<file path="config.mk">
export PLATFORM = sky130hd
export DESIGN_NAME = seg_bcd_formatter
export DESIGN_NICKNAME = d
export VERILOG_FILES = /design/src/rtl/seg_bcd_formatter.sv
export SDC_FILE = /design/constraint.sdc
export NUM_CORES = 1
export LEC_CHECK = 0
export CORE_UTILIZATION = 50
export DETAILED_ROUTE_END_ITERATION = 10
export PLACE_DENSITY = 0.78
export SYNTH_ARGS = -nofsm -noshare
export SYNTH_HDL_FRONTEND = slang
export SYNTH_SLANG_ARGS = --single-unit
</file>
<file path="constraint.sdc">
create_clock -name clk -period 2.5 [get_ports clk]
set_clock_uncertainty 0.05 [all_clocks]
set_input_delay 0.5 -clock clk [delete_from_list [all_inputs] [get_ports clk]]
set_output_delay 0.5 -clock clk [all_outputs]
set_load 0.01 [all_outputs]
</file>
<file path="src/rtl/seg_bcd_formatter.sv">
// Binary-to-4-digit display code formatter: double-dabble with one shift per clock, then one format cycle; done follows the load edge by VALUE_W+1 edges.
// No backpressure: load is only honoured in IDLE, and requests arriving while busy are dropped.
module seg_bcd_formatter #(
  parameter int VALUE_W   = 14,
  parameter int MAX_VALUE = 9999
) (
  input  logic               clk,
  input  logic               rst_n,
  input  logic [VALUE_W-1:0] value,
  input  logic               load,
  input  logic               blank_lz,
  input  logic [3:0]         dp_sel,
  output logic [4:0]         digit0,
  output logic [4:0]         digit1,
  output logic [4:0]         digit2,
  output logic [4:0]         digit3,
  output logic [3:0]         dp_out,
  output logic               busy,
  output logic               done,
  output logic               overflow
);

  localparam int CNT_W = (VALUE_W > 2) ? $clog2(VALUE_W) : 1;
  localparam logic [VALUE_W-1:0] MAX_V   = VALUE_W'(MAX_VALUE);
  localparam logic [CNT_W-1:0]   LAST    = CNT_W'(VALUE_W - 1);
  localparam logic [4:0]         C_BLANK = 5'd10;
  localparam logic [4:0]         C_ERR   = 5'd11;

  typedef enum logic [1:0] {
    IDLE   = 2'd0,
    SHIFT  = 2'd1,
    FORMAT = 2'd2
  } state_t;

  state_t             state_q, state_d;
  logic [VALUE_W-1:0] bin_q;
  logic [15:0]        bcd_q;
  logic [CNT_W-1:0]   cnt_q;
  logic               blz_q;
  logic [3:0]         dp_q;
  logic               ovf_q;

  logic [15:0]         bcd_adj;
  logic [15+VALUE_W:0] shift_vec;
  logic [15:0]         bcd_nx;
  logic [VALUE_W-1:0]  bin_nx;
  logic [4:0]          fmt [4];
  logic [3:0]          fmt_dp;
  logic                lz_run;

  // FSM state register
  always_ff @(posedge clk or negedge rst_n) begin
    if (!rst_n) state_q <= IDLE;
    else        state_q <= state_d;
  end

  always_comb begin
    state_d = state_q;
    case (state_q)
      IDLE:    if (load) state_d = SHIFT;
      SHIFT:   if (cnt_q == LAST) state_d = FORMAT;
      FORMAT:  state_d = IDLE;
      default: state_d = IDLE;
    endcase
  end

  // Double-dabble step: correct every nibble >= 5, then shift {bcd,bin} left.
  always_comb begin
    bcd_adj = bcd_q;
    for (int i = 0; i < 4; i++) begin
      if (bcd_q[4*i +: 4] >= 4'd5) bcd_adj[4*i +: 4] = bcd_q[4*i +: 4] + 4'd3;
    end
    shift_vec = {bcd_adj, bin_q} << 1;
    bcd_nx    = shift_vec[15+VALUE_W:VALUE_W];
    bin_nx    = shift_vec[VALUE_W-1:0];
  end

  // Final codes; blanking walks down from digit3 and stops at the first
  // nonzero or dp-marked digit, digit0 is always shown.
  always_comb begin
    for (int i = 0; i < 4; i++) fmt[i] = {1'b0, bcd_q[4*i +: 4]};
    fmt_dp = dp_q;
    lz_run = blz_q;
    for (int i = 3; i >= 1; i--) begin
      if (lz_run && (bcd_q[4*i +: 4] == 4'd0) && !dp_q[i]) fmt[i] = C_BLANK;
      else                                                 lz_run = 1'b0;
    end
    if (ovf_q) begin
      for (int i = 0; i < 4; i++) fmt[i] = C_ERR;
      fmt_dp = 4'd0;
    end
  end

  always_ff @(posedge clk or negedge rst_n) begin
    if (!rst_n) begin
      bin_q    <= '0;
      bcd_q    <= '0;
      cnt_q    <= '0;
      blz_q    <= 1'b0;
      dp_q     <= 4'd0;
      ovf_q    <= 1'b0;
      digit0   <= C_BLANK;
      digit1   <= C_BLANK;
      digit2   <= C_BLANK;
      digit3   <= C_BLANK;
      dp_out   <= 4'd0;
      busy     <= 1'b0;
      done     <= 1'b0;
      overflow <= 1'b0;
    end else begin
      done <= 1'b0;
      case (state_q)
        IDLE: begin
          if (load) begin
            bin_q <= value;
            bcd_q <= '0;
            cnt_q <= '0;
            blz_q <= blank_lz;
            dp_q  <= dp_sel;
            ovf_q <= (value > MAX_V);
            busy  <= 1'b1;
          end
        end
        SHIFT: begin
          bin_q <= bin_nx;
          bcd_q <= bcd_nx;
          cnt_q <= cnt_q + CNT_W'(1);
        end
        FORMAT: begin
          digit0   <= fmt[0];
          digit1   <= fmt[1];
          digit2   <= fmt[2];
          digit3   <= fmt[3];
          dp_out   <= fmt_dp;
          overflow <= ovf_q;
          done     <= 1'b1;
          busy     <= 1'b0;
        end
        default: ;
      endcase
    end
  end

endmodule

</file>
==> Word level (Yosys, flattened, before mapping) <==
Index checks and enable logic that the tools add are counted.
{ "totals": {"regBits": 69, "in_bits": 22, "word_cells": 72, "output_inout_bits": 27} }
{ "op_classes": {"n_eq_ne": 5, "reduce_logical": 19, "mux": 23, "addsub": 5, "n_lt_le_gt_ge": 5} }
{ "op_table": {"columns": ["operator", "n"], "rows": [
  ["$mux W4", 8],
  ["$pmux W16 S2", 1],
  ["$pmux W14 S2", 1],
  ["$mux W19", 1],
  ["$ge A4 B3 Y1 const B", 4],
  ["$mux W16", 1],
  ["$gt A14 B14 Y1 const B", 1],
  ["$mux W14", 1],
  ["$add A4 B2 Y4 const B", 3],
  ["$logic_not A4 Y1", 3],
  ["$pmux W4 S2", 1],
  ["$reduce_and A2 Y1", 4],
  ["$logic_and A1 B1 Y1", 6],
  ["$add A4 B1 Y4 const B", 1],
  ["$eq A4 B4 Y1 const B", 1],
  ["$mux W1", 4],
  ["$mux W2", 2],
  ["$ne A2 B2 Y1 const B", 2],
  ["$pmux W2 S2", 1],
  ["$reduce_bool A2 Y1", 2],
  ["$add A3 B2 Y3 const B", 1],
  ["$logic_not A1 Y1", 3],
  ["$mux W3", 1],
  ["$eq A2 B1 Y1 const B", 1],
  ["3 further kinds", 3]
]} }

==> Logic depth before layout (Yosys ltp) <==
Gate-level depths: netlist (run 1).
{ "logic_depth": {"ltp_word": 11, "ltp_mapped": 7, "depth_no_buf": 6} }

==> Worst setup path before layout (run 1) <==
Ideal clock, no wire load.
{ "synth_timing": {"path_kind": "input port to flip-flop", "from": "input load", "to": "register bcd_q[6]", "arrival_ns": 1.369, "slack_ns": 0.947, "n_path_buf": 2, "required_time_ns": 2.316, "cell_stages": 6, "path_cell_list": "clkbuf_1 -> nor2_1 -> or2_1 -> buf_2 -> nand2_1 -> o311ai_1"} }
{ "synth_between": {"elab_chain_len": 2} }
{ "synth_rtl": {"columns": ["element", "line", "text"], "rows": [
  ["start, declared", "10", "input logic load,"],
  ["$ne A2 B2 Y1 (no line)", null, null],
  ["$reduce_and A2 Y1 (no line)", null, null],
  ["end signal, assigned", "126", "bcd_q <= bcd_nx;"],
  ["end, declared", "37", "logic [15:0] bcd_q;"]
]} }
Every way passes these cells.
A chain may end at the register's enable or synchronous reset.

==> Worst setup path in the final report (run 1) <==
{ "layout_timing": {"from": "register digit1[3]", "to": "output digit1[3]"} }
{ "layout_lines": {"columns": ["element", "line", "text"], "rows": [
  ["start, declared", "14", "output logic [4:0] digit1,"],
  ["start signal, assigned", "131", "digit1 <= fmt[1];"]
]} }
No word-level cell between the ends.

==> results by group, run 1 <==
Synth
  – Syn avg cell area: 10.4 um^2
  – Largest cells by area after synthesis: dfrtp_1, dfstp_2, ha_1, nand2_1, o21ai_1
  – Most frequent cell after synthesis: dfrtp_1
  – Top_reg_cell synth: dfrtp_1
  – Syn Std Cell Area: around 3000 um^2
  – Post-synth top cells: dfrtp_1, nand2_1, o21ai_1
  – Post-synth top area share: a little under half
  – Mapped Cells: 297
  – Ys Warns: 0
  – Register bit count reported by yosys: 65
  – Synth area leader: dfrtp_1
  – EDFF count, synth: 0
  – Post-synthesis sequential area ratio: between 50% and 60%
  – Post-synthesis async set-or-reset flop share: 100%
  – Number of distinct library cells after synthesis: 45

Setup path
  – Crit-path leading delay family: flip-flops
  – Crit path buf inv count: 1
  – Worst setup startpoint: digit1[3]
  – Worst path cell trace: clkdlybuf4s50_1
  – WP data arrival: about 1400 ps
  – Slowest-stage cell, CP: dfstp_2
  – Max Fanout on Critical Path: 2
  – CP required: about 2000 ps
  – Setup CP Type: register to output port
  – Worst R2R Setup Slack: 740 ps
  – Startpoint type of the worst setup path: register
  – Worst r2r src: bcd_q[8]
  – Worst Setup End Kind: output port
  – CP max stage delay: 540 ps

Power
  – Clock Power Share: 21.7%
  – Pwr Density: 1240 nW/um^2
  – Leakage: 1.67 nW
  – Combinational power share: a little under two fifths
  – Sw Pwr: 1.71 mW
  – Reg power frac: 40.1%
  – Peak VDD IR: 560 uV
  – Pint: 3.04 mW
  – Switching share of total power: 36.1%

Detailed routing
  – DRT Pass-1 Iters: 4
  – Post-route ant nets: 0
  – Number of vias per cell: 5.65
  – Initial DRC Count: 176
  – DRC violations left: 0
  – Average wire per standard cell: ~16 um
  – Final wirelength: 6890 um
  – DR vias: 2392

Global route
  – Global-route wire length before repair: roughly 11000 um
  – Antenna violations before repair: 0
  – GRT Max-Usage Layer: met2
  – GR Overflow Total: 0
  – Vias in the first global route: 2321
  – Met1 usage: 29.8%
  – Met2 usage: 38.1%
  – GR Util met3: 5.80%
  – Pin count of the biggest net entering global routing: 36
  – Tot GR Track Use: 23.3%

Floorplan
  – Die Y: between 80 and 90 um
  – Ports: 49
  – Initial Utilization: roughly half
  – Die width: 80.6 um
  – # rows: 28
  – Full die area: 6500 um^2
  – Core ar.: 5960 um^2

Finish
  – Final nets: 378
  – Max reg flops: 16
  – Largest registers: bcd_q (16), bin_q (14)
  – Final Cell Area: 3830 um^2
  – Area grow syn2layout: 24.0%
  – Largest reg by FF count: bcd_q
  – Antenna Cells: 0
  – # fillers: 493
  – Layout cells sized above 1: roughly an eighth

CTS
  – CTS Hold Buffers Added: 0
  – Resized Gates After CTS: 0
  – Worst skew pair latency: between 300 and 400 ps
  – H-Tree Depth: 3
  – TritonCTS Buffers: 9
  – Root buffer cell: clkbuf_8
  – Clock transition at path regs: 70 ps
  – Clock Sinks: 65
  – Max clock buf depth: 2
  – CTS tree: done
  – Post-CTS Setup Bufs: 0

Timing
  – Period minus WS final: 1970 ps
  – Endpoints failing hold: 0
  – TNS Setup: 0 ps
  – Hold slack: 158 ps
  – Relative slew margins: 50.5%
  – Final cycle utilization of the critical path: 78.8%
  – RSZ-0062 raised after global routing: no
  – Final setup vio count: 0
  – Worst-Margin Slew: 743 ps
  – Slew Viols, Final: 0
  – Peak Freq: 0.508 GHz

Placement
  – I/O Buffers: 44
  – Routability cong.: 0.797
  – Dpl cell area: 3600 um^2
  – HPWL Detailed: 4740 um

Worst hold path
  – Hold Crit Class: input pin to asynchronous set/reset pin

Status
  – Outcome: complete, no violations

Run
  – Max_cap viols: 0
-- worst paths after layout --
check | to | cells after the start
worst max-delay path | digit1[3] | 1
worst min-delay path | bcd_q[5] | 1
worst max register to register | digit1[3] | 6
worst min register to register | digit3[3] | 2
max in group asynchronous | cnt_q[2] | 2
min in group clk | digit3[3] | 2
-- power by group through the flow --
stage                     logic, mW  clock network, mW  registers (mW)
after floorplan                1.18                  0            1.87
after global placement         1.73                  0            1.90
after detailed placement       1.80                  0            1.92
after CTS                      1.83               1.03            1.91
after global routing           2.03               1.08            1.96
final                          1.82               1.03            1.91
-- cells in the final DEF (no fill, tap or decap), drive strengths merged, types with 2 or more instances in the layout --
master / netlist / layout
nand3: 8 / 8
o311ai: 5 / 5
nor4b: 2 / 2
o22a: 3 / 3
clkbuf: 4 / 11
o22ai: 6 / 6
o21ai: 24 / 24
clkinv: 0 / 2
o32ai: 2 / 2
ha: 13 / 13
a32o: 4 / 4
and3b: 2 / 2
nand2: 35 / 35
a22oi: 11 / 11
conb: 1 / 4
nand2b: 9 / 9
and2: 2 / 2
o31ai: 6 / 6
nor2: 12 / 12
a22o: 9 / 9
xnor2: 4 / 4
inv: 10 / 10
buf: 18 / 11
dfrtp: 57 / 57
nor4: 2 / 2
nor3: 4 / 4
bufinv: 0 / 2
nor2b: 9 / 9
dfstp: 8 / 8
a21oi: 18 / 18
clkdlybuf4s50: 0 / 43
-- layer usage --
metal,up-vias,wire [um]
li1,1147,-
met3,12,259
met1,1182,3180
met4,0,102
met2,51,3350
met5,-,0
-- final cells by class --
| cell class | count | area, um^2 | share of cell area (%) |
|---|---|---|---|
| Clock inverter | 5 | 77.6 | 2.03 |
| Sequential cell | 65 | 1640 | 42.7 |
| Inverter | 10 | 37.5 | 0.980 |
| Multi-Input combinational cell | 203 | 1310 | 34.2 |
| Timing Repair Buffer | 54 | 523 | 13.7 |
| Tap cell | 75 | 93.8 | 2.45 |
| Clock buffer | 11 | 151 | 3.95 |
-- stage by stage --
stage	std cells	power (mW)	utilization, %	worst slack (ps)
6_report	423	4.75	64.3	531
5_1_grt	423	5.07	64.3	498
4_1_cts	423	4.77	64.3	525
3_5_place_dp	407	3.73	60.5	425
3_3_place_gp	407	3.64	60.5	493
2_1_floorplan	300	3.05	-	947
-- cells by family (layout without fill, tap and decap cells) --
family | Yosys count | count (layout) | share of synthesized area (%)
AOI/OAI and AO/OA | 91 | 91 | 19.8
and+or+nand+nor | 90 | 90 | 15.4
buffers and inverters | 32 | 80 | 4.98
DFF | 65 | 65 | 53.0
adders and majority gates | 13 | 13 | 5.27
xor gates and xnor gates | 5 | 5 | 1.42
other | 1 | 4 | 0.121
Power figures use the tool's default switching activity.
==> inputs of run 2 (changes only) <==
Clock period 2.5 ns to 2 ns, I/O delays scaled along.
==> run 2 against run 1 <==
Compared with the run above:
- the run now ends with negative hold slack left
- largest power group unchanged
- clock-buffer cell count is 1 lower
- non-clock buffer count is 3 higher
- sequential power is 25% higher
- via count hardly changed
- hold slack worse by 160 ps
- final cell count is 0.71% higher
- global-route usage is 0.32 points lower
- power is 22% higher
- setup slack worse by 390 ps
- sequential cell count stayed put
- die area stayed put
- highest routed layer unchanged
- core utilization is 0.19 points higher
==> results by group, run 2 (synthesis gave the netlist of run 1 again) <==
Status
  – Outcome: finished with violations
  – Failing checks: negative hold slack

Worst hold path
  – Hold Crit Class: input pin to asynchronous set/reset pin

CTS
  – TritonCTS Buffers: 9 (unchanged)
  – Resized Gates After CTS: 0 (unchanged)
  – H-Tree Depth: 3 (unchanged)
  – Max clock buf depth: 2 (unchanged)
  – Clock Sinks: 65 (unchanged)
  – Post-CTS Setup Bufs: 0 (unchanged)
  – Root buffer cell: clkbuf_8
  – CTS Hold Buffers Added: 0 (unchanged)
  – Worst skew pair latency: 340 ps (about the same)
  – Clock transition at path regs: 80 ps (about the same)
  – CTS tree: done

Timing
  – Peak Freq: 0.539 GHz
  – Final cycle utilization of the critical path: 92.7%
  – TNS Setup: 0 ps (unchanged)
  – Period minus WS final: around 1900 ps
  – Hold slack: -1.35 ps (-159 ps)
  – Slew Viols, Final: 0 (unchanged)
  – RSZ-0062 raised after global routing: no
  – Final setup vio count: 0 (unchanged)
  – Endpoints failing hold: 1 (+1)

Finish
  – Commonest non-fill, non-tap cell in the layout: dfrtp_1
  – Largest registers: bcd_q (16), bin_q (14)
  – Max reg flops: 16 (unchanged)
  – Final nets: 381 (+0.79%)
  – Largest reg by FF count: bcd_q
  – Final Cell Area: 3840 um^2 (+0.29%)
  – Antenna Cells: 0 (unchanged)
  – Layout cells sized above 1: 13.1% (+0.75 points)
  – Area grow syn2layout: 24.3%
  – Commonest non-fill, non-tap cells in the layout: dfrtp_1, clkdlybuf4s50_1, nand2_1

Setup path
  – Max Fanout on Critical Path: 2 (unchanged)
  – Crit path buf inv count: 1 (unchanged)
  – WP data arrival: 1400 ps (-20 ps)
  – Worst path cell trace: clkdlybuf4s50_1
  – CP required: 1550 ps (-400 ps)
  – Startpoint type of the worst setup path: register
  – Worst Setup End Kind: output port
  – CP max stage delay: 540 ps (about the same)
  – Setup CP Type: register to output port
  – Slowest-stage cell, CP: dfstp_2
  – Crit-path leading delay family: flip-flops

Placement
  – HPWL Detailed: 4580 um (-3.3%)
  – Routability cong.: 0.763 (-4.3%)
  – Dpl cell area: 3640 um^2 (+0.97%)
  – I/O Buffers: 44 (unchanged)

Detailed routing
  – Number of vias per cell: 5.61 (-0.75%)
  – Post-route ant nets: 0 (unchanged)
  – DRC violations left: 0 (unchanged)
  – Final wirelength: 6650 um (-3.6%)
  – Initial DRC Count: 198 (+13%)
  – Average wire per standard cell: 15.6 um (-4.2%)
  – DR vias: 2391 (-0.042%)
  – DRT Pass-1 Iters: 4 (unchanged)

Global route
  – Tot GR Track Use: 23.0% (-0.32 points)
  – Vias in the first global route: 2326 (+0.22%)
  – Global-route wire length before repair: 11100 um (-0.68%)
  – Pin count of the biggest net entering global routing: 66 (+83%)
  – GR Overflow Total: 0 (unchanged)
  – Antenna violations before repair: 0 (unchanged)

Floorplan
  – Core ar.: 5960 um^2 (unchanged)
  – # rows: 28 (unchanged)
  – Initial Utilization: 51.9% (unchanged)
  – Full die area: 6500 um^2 (unchanged)
  – Die Y: 80.6 um (unchanged)
  – Ports: 49 (unchanged)
  – Die width: 80.6 um (unchanged)

Power
  – Peak VDD IR: 586 uV (+4.5%)
  – Leakage: 1.68 nW (+0.31%)
  – Power Total: 5.82 mW (+22%)
  – Pwr Density: 1520 nW/um^2 (+22%)

Run
  – Max_cap viols: 0 (unchanged)
[run 2: final cells by class]
cell class              instances  area, um^2
fillers                       467        2110
flip-flops and latches         65        1640
multi-input cells             203        1310
repair buffers                 57         558
clock buffers                  10         138
well taps                      75        93.8
clock inverters                 6        67.6
inverters                      10        37.5
[run 2: path summary, 6_finish.rpt]
| path | start | end | slack, ps | depth (start not counted) |
|---|---|---|---|---|
| min | rst_n | digit0[0] | -1 | 2 |
| max | digit1[3] | digit1[3] | 150 | 1 |
| min in group clk | cnt_q[3] | cnt_q[3] | 420 | 1 |
| max reg2reg | bcd_q[8] | digit1[3] | 220 | 6 |
| max in group asynchronous | rst_n | digit2[1] | 1570 | 2 |
| min reg2reg | cnt_q[3] | cnt_q[3] | 420 | 1 |
[run 2: through the flow]
stage	worst slack, ps	hold slack (ps)	utilization, %	instances
2_1_floorplan	473	54.4	-	300
3_5_place_dp	86.6	394	61.1	410
4_1_cts	134	24.2	64.5	426
5_1_grt	29.1	38.5	64.5	426
3_3_place_gp	135	385	61.1	410
6_report	146	-1.35	64.5	426
[run 2: worst reg2reg max path, stage by stage (launching register included)]
cell     delay, ps
dfrtp_1        430
inv_1          160
ha_1           180
nor4b_2        220
nand3_2        160
o41ai_2        320
o22a_1         210
[run 2: metal layers]
metal  global-route usage, %  up-vias  share of wire, %
met5                       0        -                 0
met4                    11.6        0               1.7
met3                    4.77       12               4.3
met2                    34.1       62                48
met1                    31.7     1167                46
li1                        -     1150                 -
[run 2: where the power goes]
part / internal, mW / switching [mW]
Sequential: 1.90 / 0.474
Combinational: 1.17 / 1.15
Clock: 0.611 / 0.521
Total: 3.68 / 2.14
==> inputs of run 3 (changes only) <==
Settings changed: PLACE_DENSITY 0.78 to 0.71.
==> run 3 against run 2 <==
Compared with the run above:
- sequential cell count unchanged
- first-iteration DRC count down 32%
- the run now ends clean
- largest power group unchanged
- sequential power about the same
==> results by group, run 3 (synthesis gave the netlist of run 1 again) <==
Setup path
  – Worst Setup End Kind: output port
  – Setup CP Type: register to output port
  – WP data arrival: 1400 ps (about the same)
  – Crit path buf inv count: 1 (unchanged)
  – CP max stage delay: 540 ps (about the same)
  – Slowest-stage cell, CP: dfstp_2
  – R2R cell count: 6 (unchanged)
  – CP required: 1550 ps (about the same)
  – Startpoint type of the worst setup path: register
  – Crit-path leading delay family: flip-flops
  – Worst path cell trace: clkdlybuf4s50_1
  – Max Fanout on Critical Path: 2 (unchanged)
  – Critical Path Stages: 1 (unchanged)

Global route
  – Global-route wire length before repair: 10700 um (-3.4%)
  – Vias in the first global route: 2204 (-5.2%)
  – GR Overflow Total: 0 (unchanged)
  – Antenna violations before repair: 0 (unchanged)
  – Pin count of the biggest net entering global routing: 66 (unchanged)
  – Tot GR Track Use: 22.3% (-0.74 points)

Detailed routing
  – DRT Pass-1 Iters: 4 (unchanged)
  – Post-route ant nets: 0 (unchanged)
  – DR vias: 2411 (+0.84%)
  – DRC violations left: 0 (unchanged)
  – Number of vias per cell: 5.66 (+0.84%)
  – Initial DRC Count: 134 (-32%)
  – Average wire per standard cell: 15.4 um (-1.3%)
  – Final wirelength: 6560 um (-1.3%)

CTS
  – Clock Sinks: 65 (unchanged)
  – Max clock buf depth: 2 (unchanged)
  – H-Tree Depth: 3 (unchanged)
  – Post-CTS Setup Bufs: 0 (unchanged)
  – Root buffer cell: clkbuf_8
  – Resized Gates After CTS: 0 (unchanged)
  – Clock transition at path regs: 70 ps (about the same)
  – TritonCTS Buffers: 9 (unchanged)
  – Worst skew pair latency: 330 ps (about the same)
  – CTS tree: done
  – CTS Hold Buffers Added: 0 (unchanged)

Placement
  – I/O Buffers: 44 (unchanged)
  – Dpl cell area: 3640 um^2 (unchanged)
  – HPWL Detailed: 4500 um (-1.9%)
  – Placed cell count: 410 (unchanged)
  – Routability cong.: 0.795 (+4.3%)

Power
  – Sw Pwr: 2.07 mW (-3.4%)
  – Peak VDD IR: 856 uV (+46%)
  – Combinational power share: 39.5% (-0.3 points)
  – Reg power frac: 40.7% (about the same)
  – Leakage: 1.69 nW (+0.49%)
  – Pwr Density: 1510 nW/um^2 (-0.18%)
  – Switching share of total power: 35.6% (-1.2 points)
  – Pint: 3.75 mW (+1.8%)
  – Clock Power Share: 19.8% (+0.4 points)

Finish
  – Largest reg by FF count: bcd_q
  – Max reg flops: 16 (unchanged)
  – Final nets: 381 (unchanged)
  – Non-Filler Instances: 426 (unchanged)
  – Antenna Cells: 0 (unchanged)
  – Commonest non-fill, non-tap cells in the layout: dfrtp_1, clkdlybuf4s50_1, nand2_1
  – Fin util: 64.5% (about the same)
  – Layout cells sized above 1: 12.5% (-0.57 points)
  – Final Cell Area: 3840 um^2 (about the same)
  – Area grow syn2layout: 24.4% (about the same)
  – Commonest non-fill, non-tap cell in the layout: dfrtp_1
  – Largest registers: bcd_q (16), bin_q (14)

Timing
  – Period minus WS final: 1850 ps (-1.17 ps)
  – Final setup vio count: 0 (unchanged)
  – TNS Setup: 0 ps (unchanged)
  – Hold slack: 11.9 ps (+13.2 ps)
  – Endpoints failing hold: 0 (-1)
  – Slew Viols, Final: 0 (unchanged)
  – RSZ-0062 raised after global routing: no
  – Final cycle utilization of the critical path: 92.7% (about the same)
  – Peak Freq: 0.540 GHz (about the same)

Floorplan
  – Die width: 80.6 um (unchanged)
  – Core ar.: 5960 um^2 (unchanged)
  – Full die area: 6500 um^2 (unchanged)
  – Ports: 49 (unchanged)
  – # rows: 28 (unchanged)
  – Initial Utilization: 51.9% (unchanged)
  – Die Y: 80.6 um (unchanged)

Worst hold path
  – Hold Crit Class: input pin to asynchronous set/reset pin

Status
  – Outcome: complete, no violations

Run
  – Max_cap viols: 0 (unchanged)
## run 3: cell count changes in the layout (fill, tap and decap cells not counted)
| cell | delta |
|---|---|
| clkbuf_1 | +2 |
| clkbuf_8 | +2 |
| clkinv_4 | -2 |
| clkinvlp_4 | -2 |
## run 3: layout make-up
| type | count | area, um^2 |
|---|---|---|
| clock buffers | 14 | 173 |
| clock inverters | 2 | 35.0 |
| fillers | 507 | 2110 |
| inverters | 10 | 37.5 |
| multi-input cells | 203 | 1310 |
| flip-flops and latches | 65 | 1640 |
| well taps | 75 | 93.8 |
| repair buffers | 57 | 558 |
## run 3: through the flow
step / setup slack [ps] / total power, mW
2_1_floorplan: 473 / 3.81
3_3_place_gp: 141 / 4.61
3_5_place_dp: 83.7 / 4.68
4_1_cts: 130 / 5.85
5_1_grt: 95.3 / 6.24
6_report: 147 / 5.82
## run 3: per-layer routing
| layer | GRT usage, % | up-vias | wire length, um |
|---|---|---|---|
| li1 | - | 1150 | - |
| met1 | 32.3 | 1184 | 3280 |
| met2 | 31.8 | 63 | 2880 |
| met3 | 4.77 | 14 | 254 |
| met4 | 9.64 | 0 | 144 |
| met5 | 0 | - | 0 |
## run 3: worst register-to-register path, delay by kind of cell, from the launching register on
family | cells | cell delay, ps
buf+inv | 1 | 160
fa+ha+maj | 1 | 190
simple gates | 3 | 740
compound gates | 1 | 100
flops | 1 | 430
## run 3: worst paths after layout
kind	start	endpoint	slack [ps]
worst max-delay path	digit3[3]	digit3[3]	150
worst min-delay path	rst_n	done	10
worst max register to register	bcd_q[8]	digit1[0]	210
worst min register to register	digit3[3]	digit3[3]	420
max in group asynchronous	rst_n	digit0[1]	1550
min in group clk	digit3[3]	digit3[3]	420
## run 3: power by group through the flow
| stage | Combinational (mW) | Sequential [mW] | Clock, mW |
|---|---|---|---|
| global route | 2.57 | 2.45 | 1.22 |
| floorplan | 1.47 | 2.34 | 0 |
| finish | 2.30 | 2.37 | 1.15 |
| global placement | 2.24 | 2.37 | 0 |
| CTS | 2.31 | 2.36 | 1.18 |
| detailed placement | 2.30 | 2.38 | 0 |
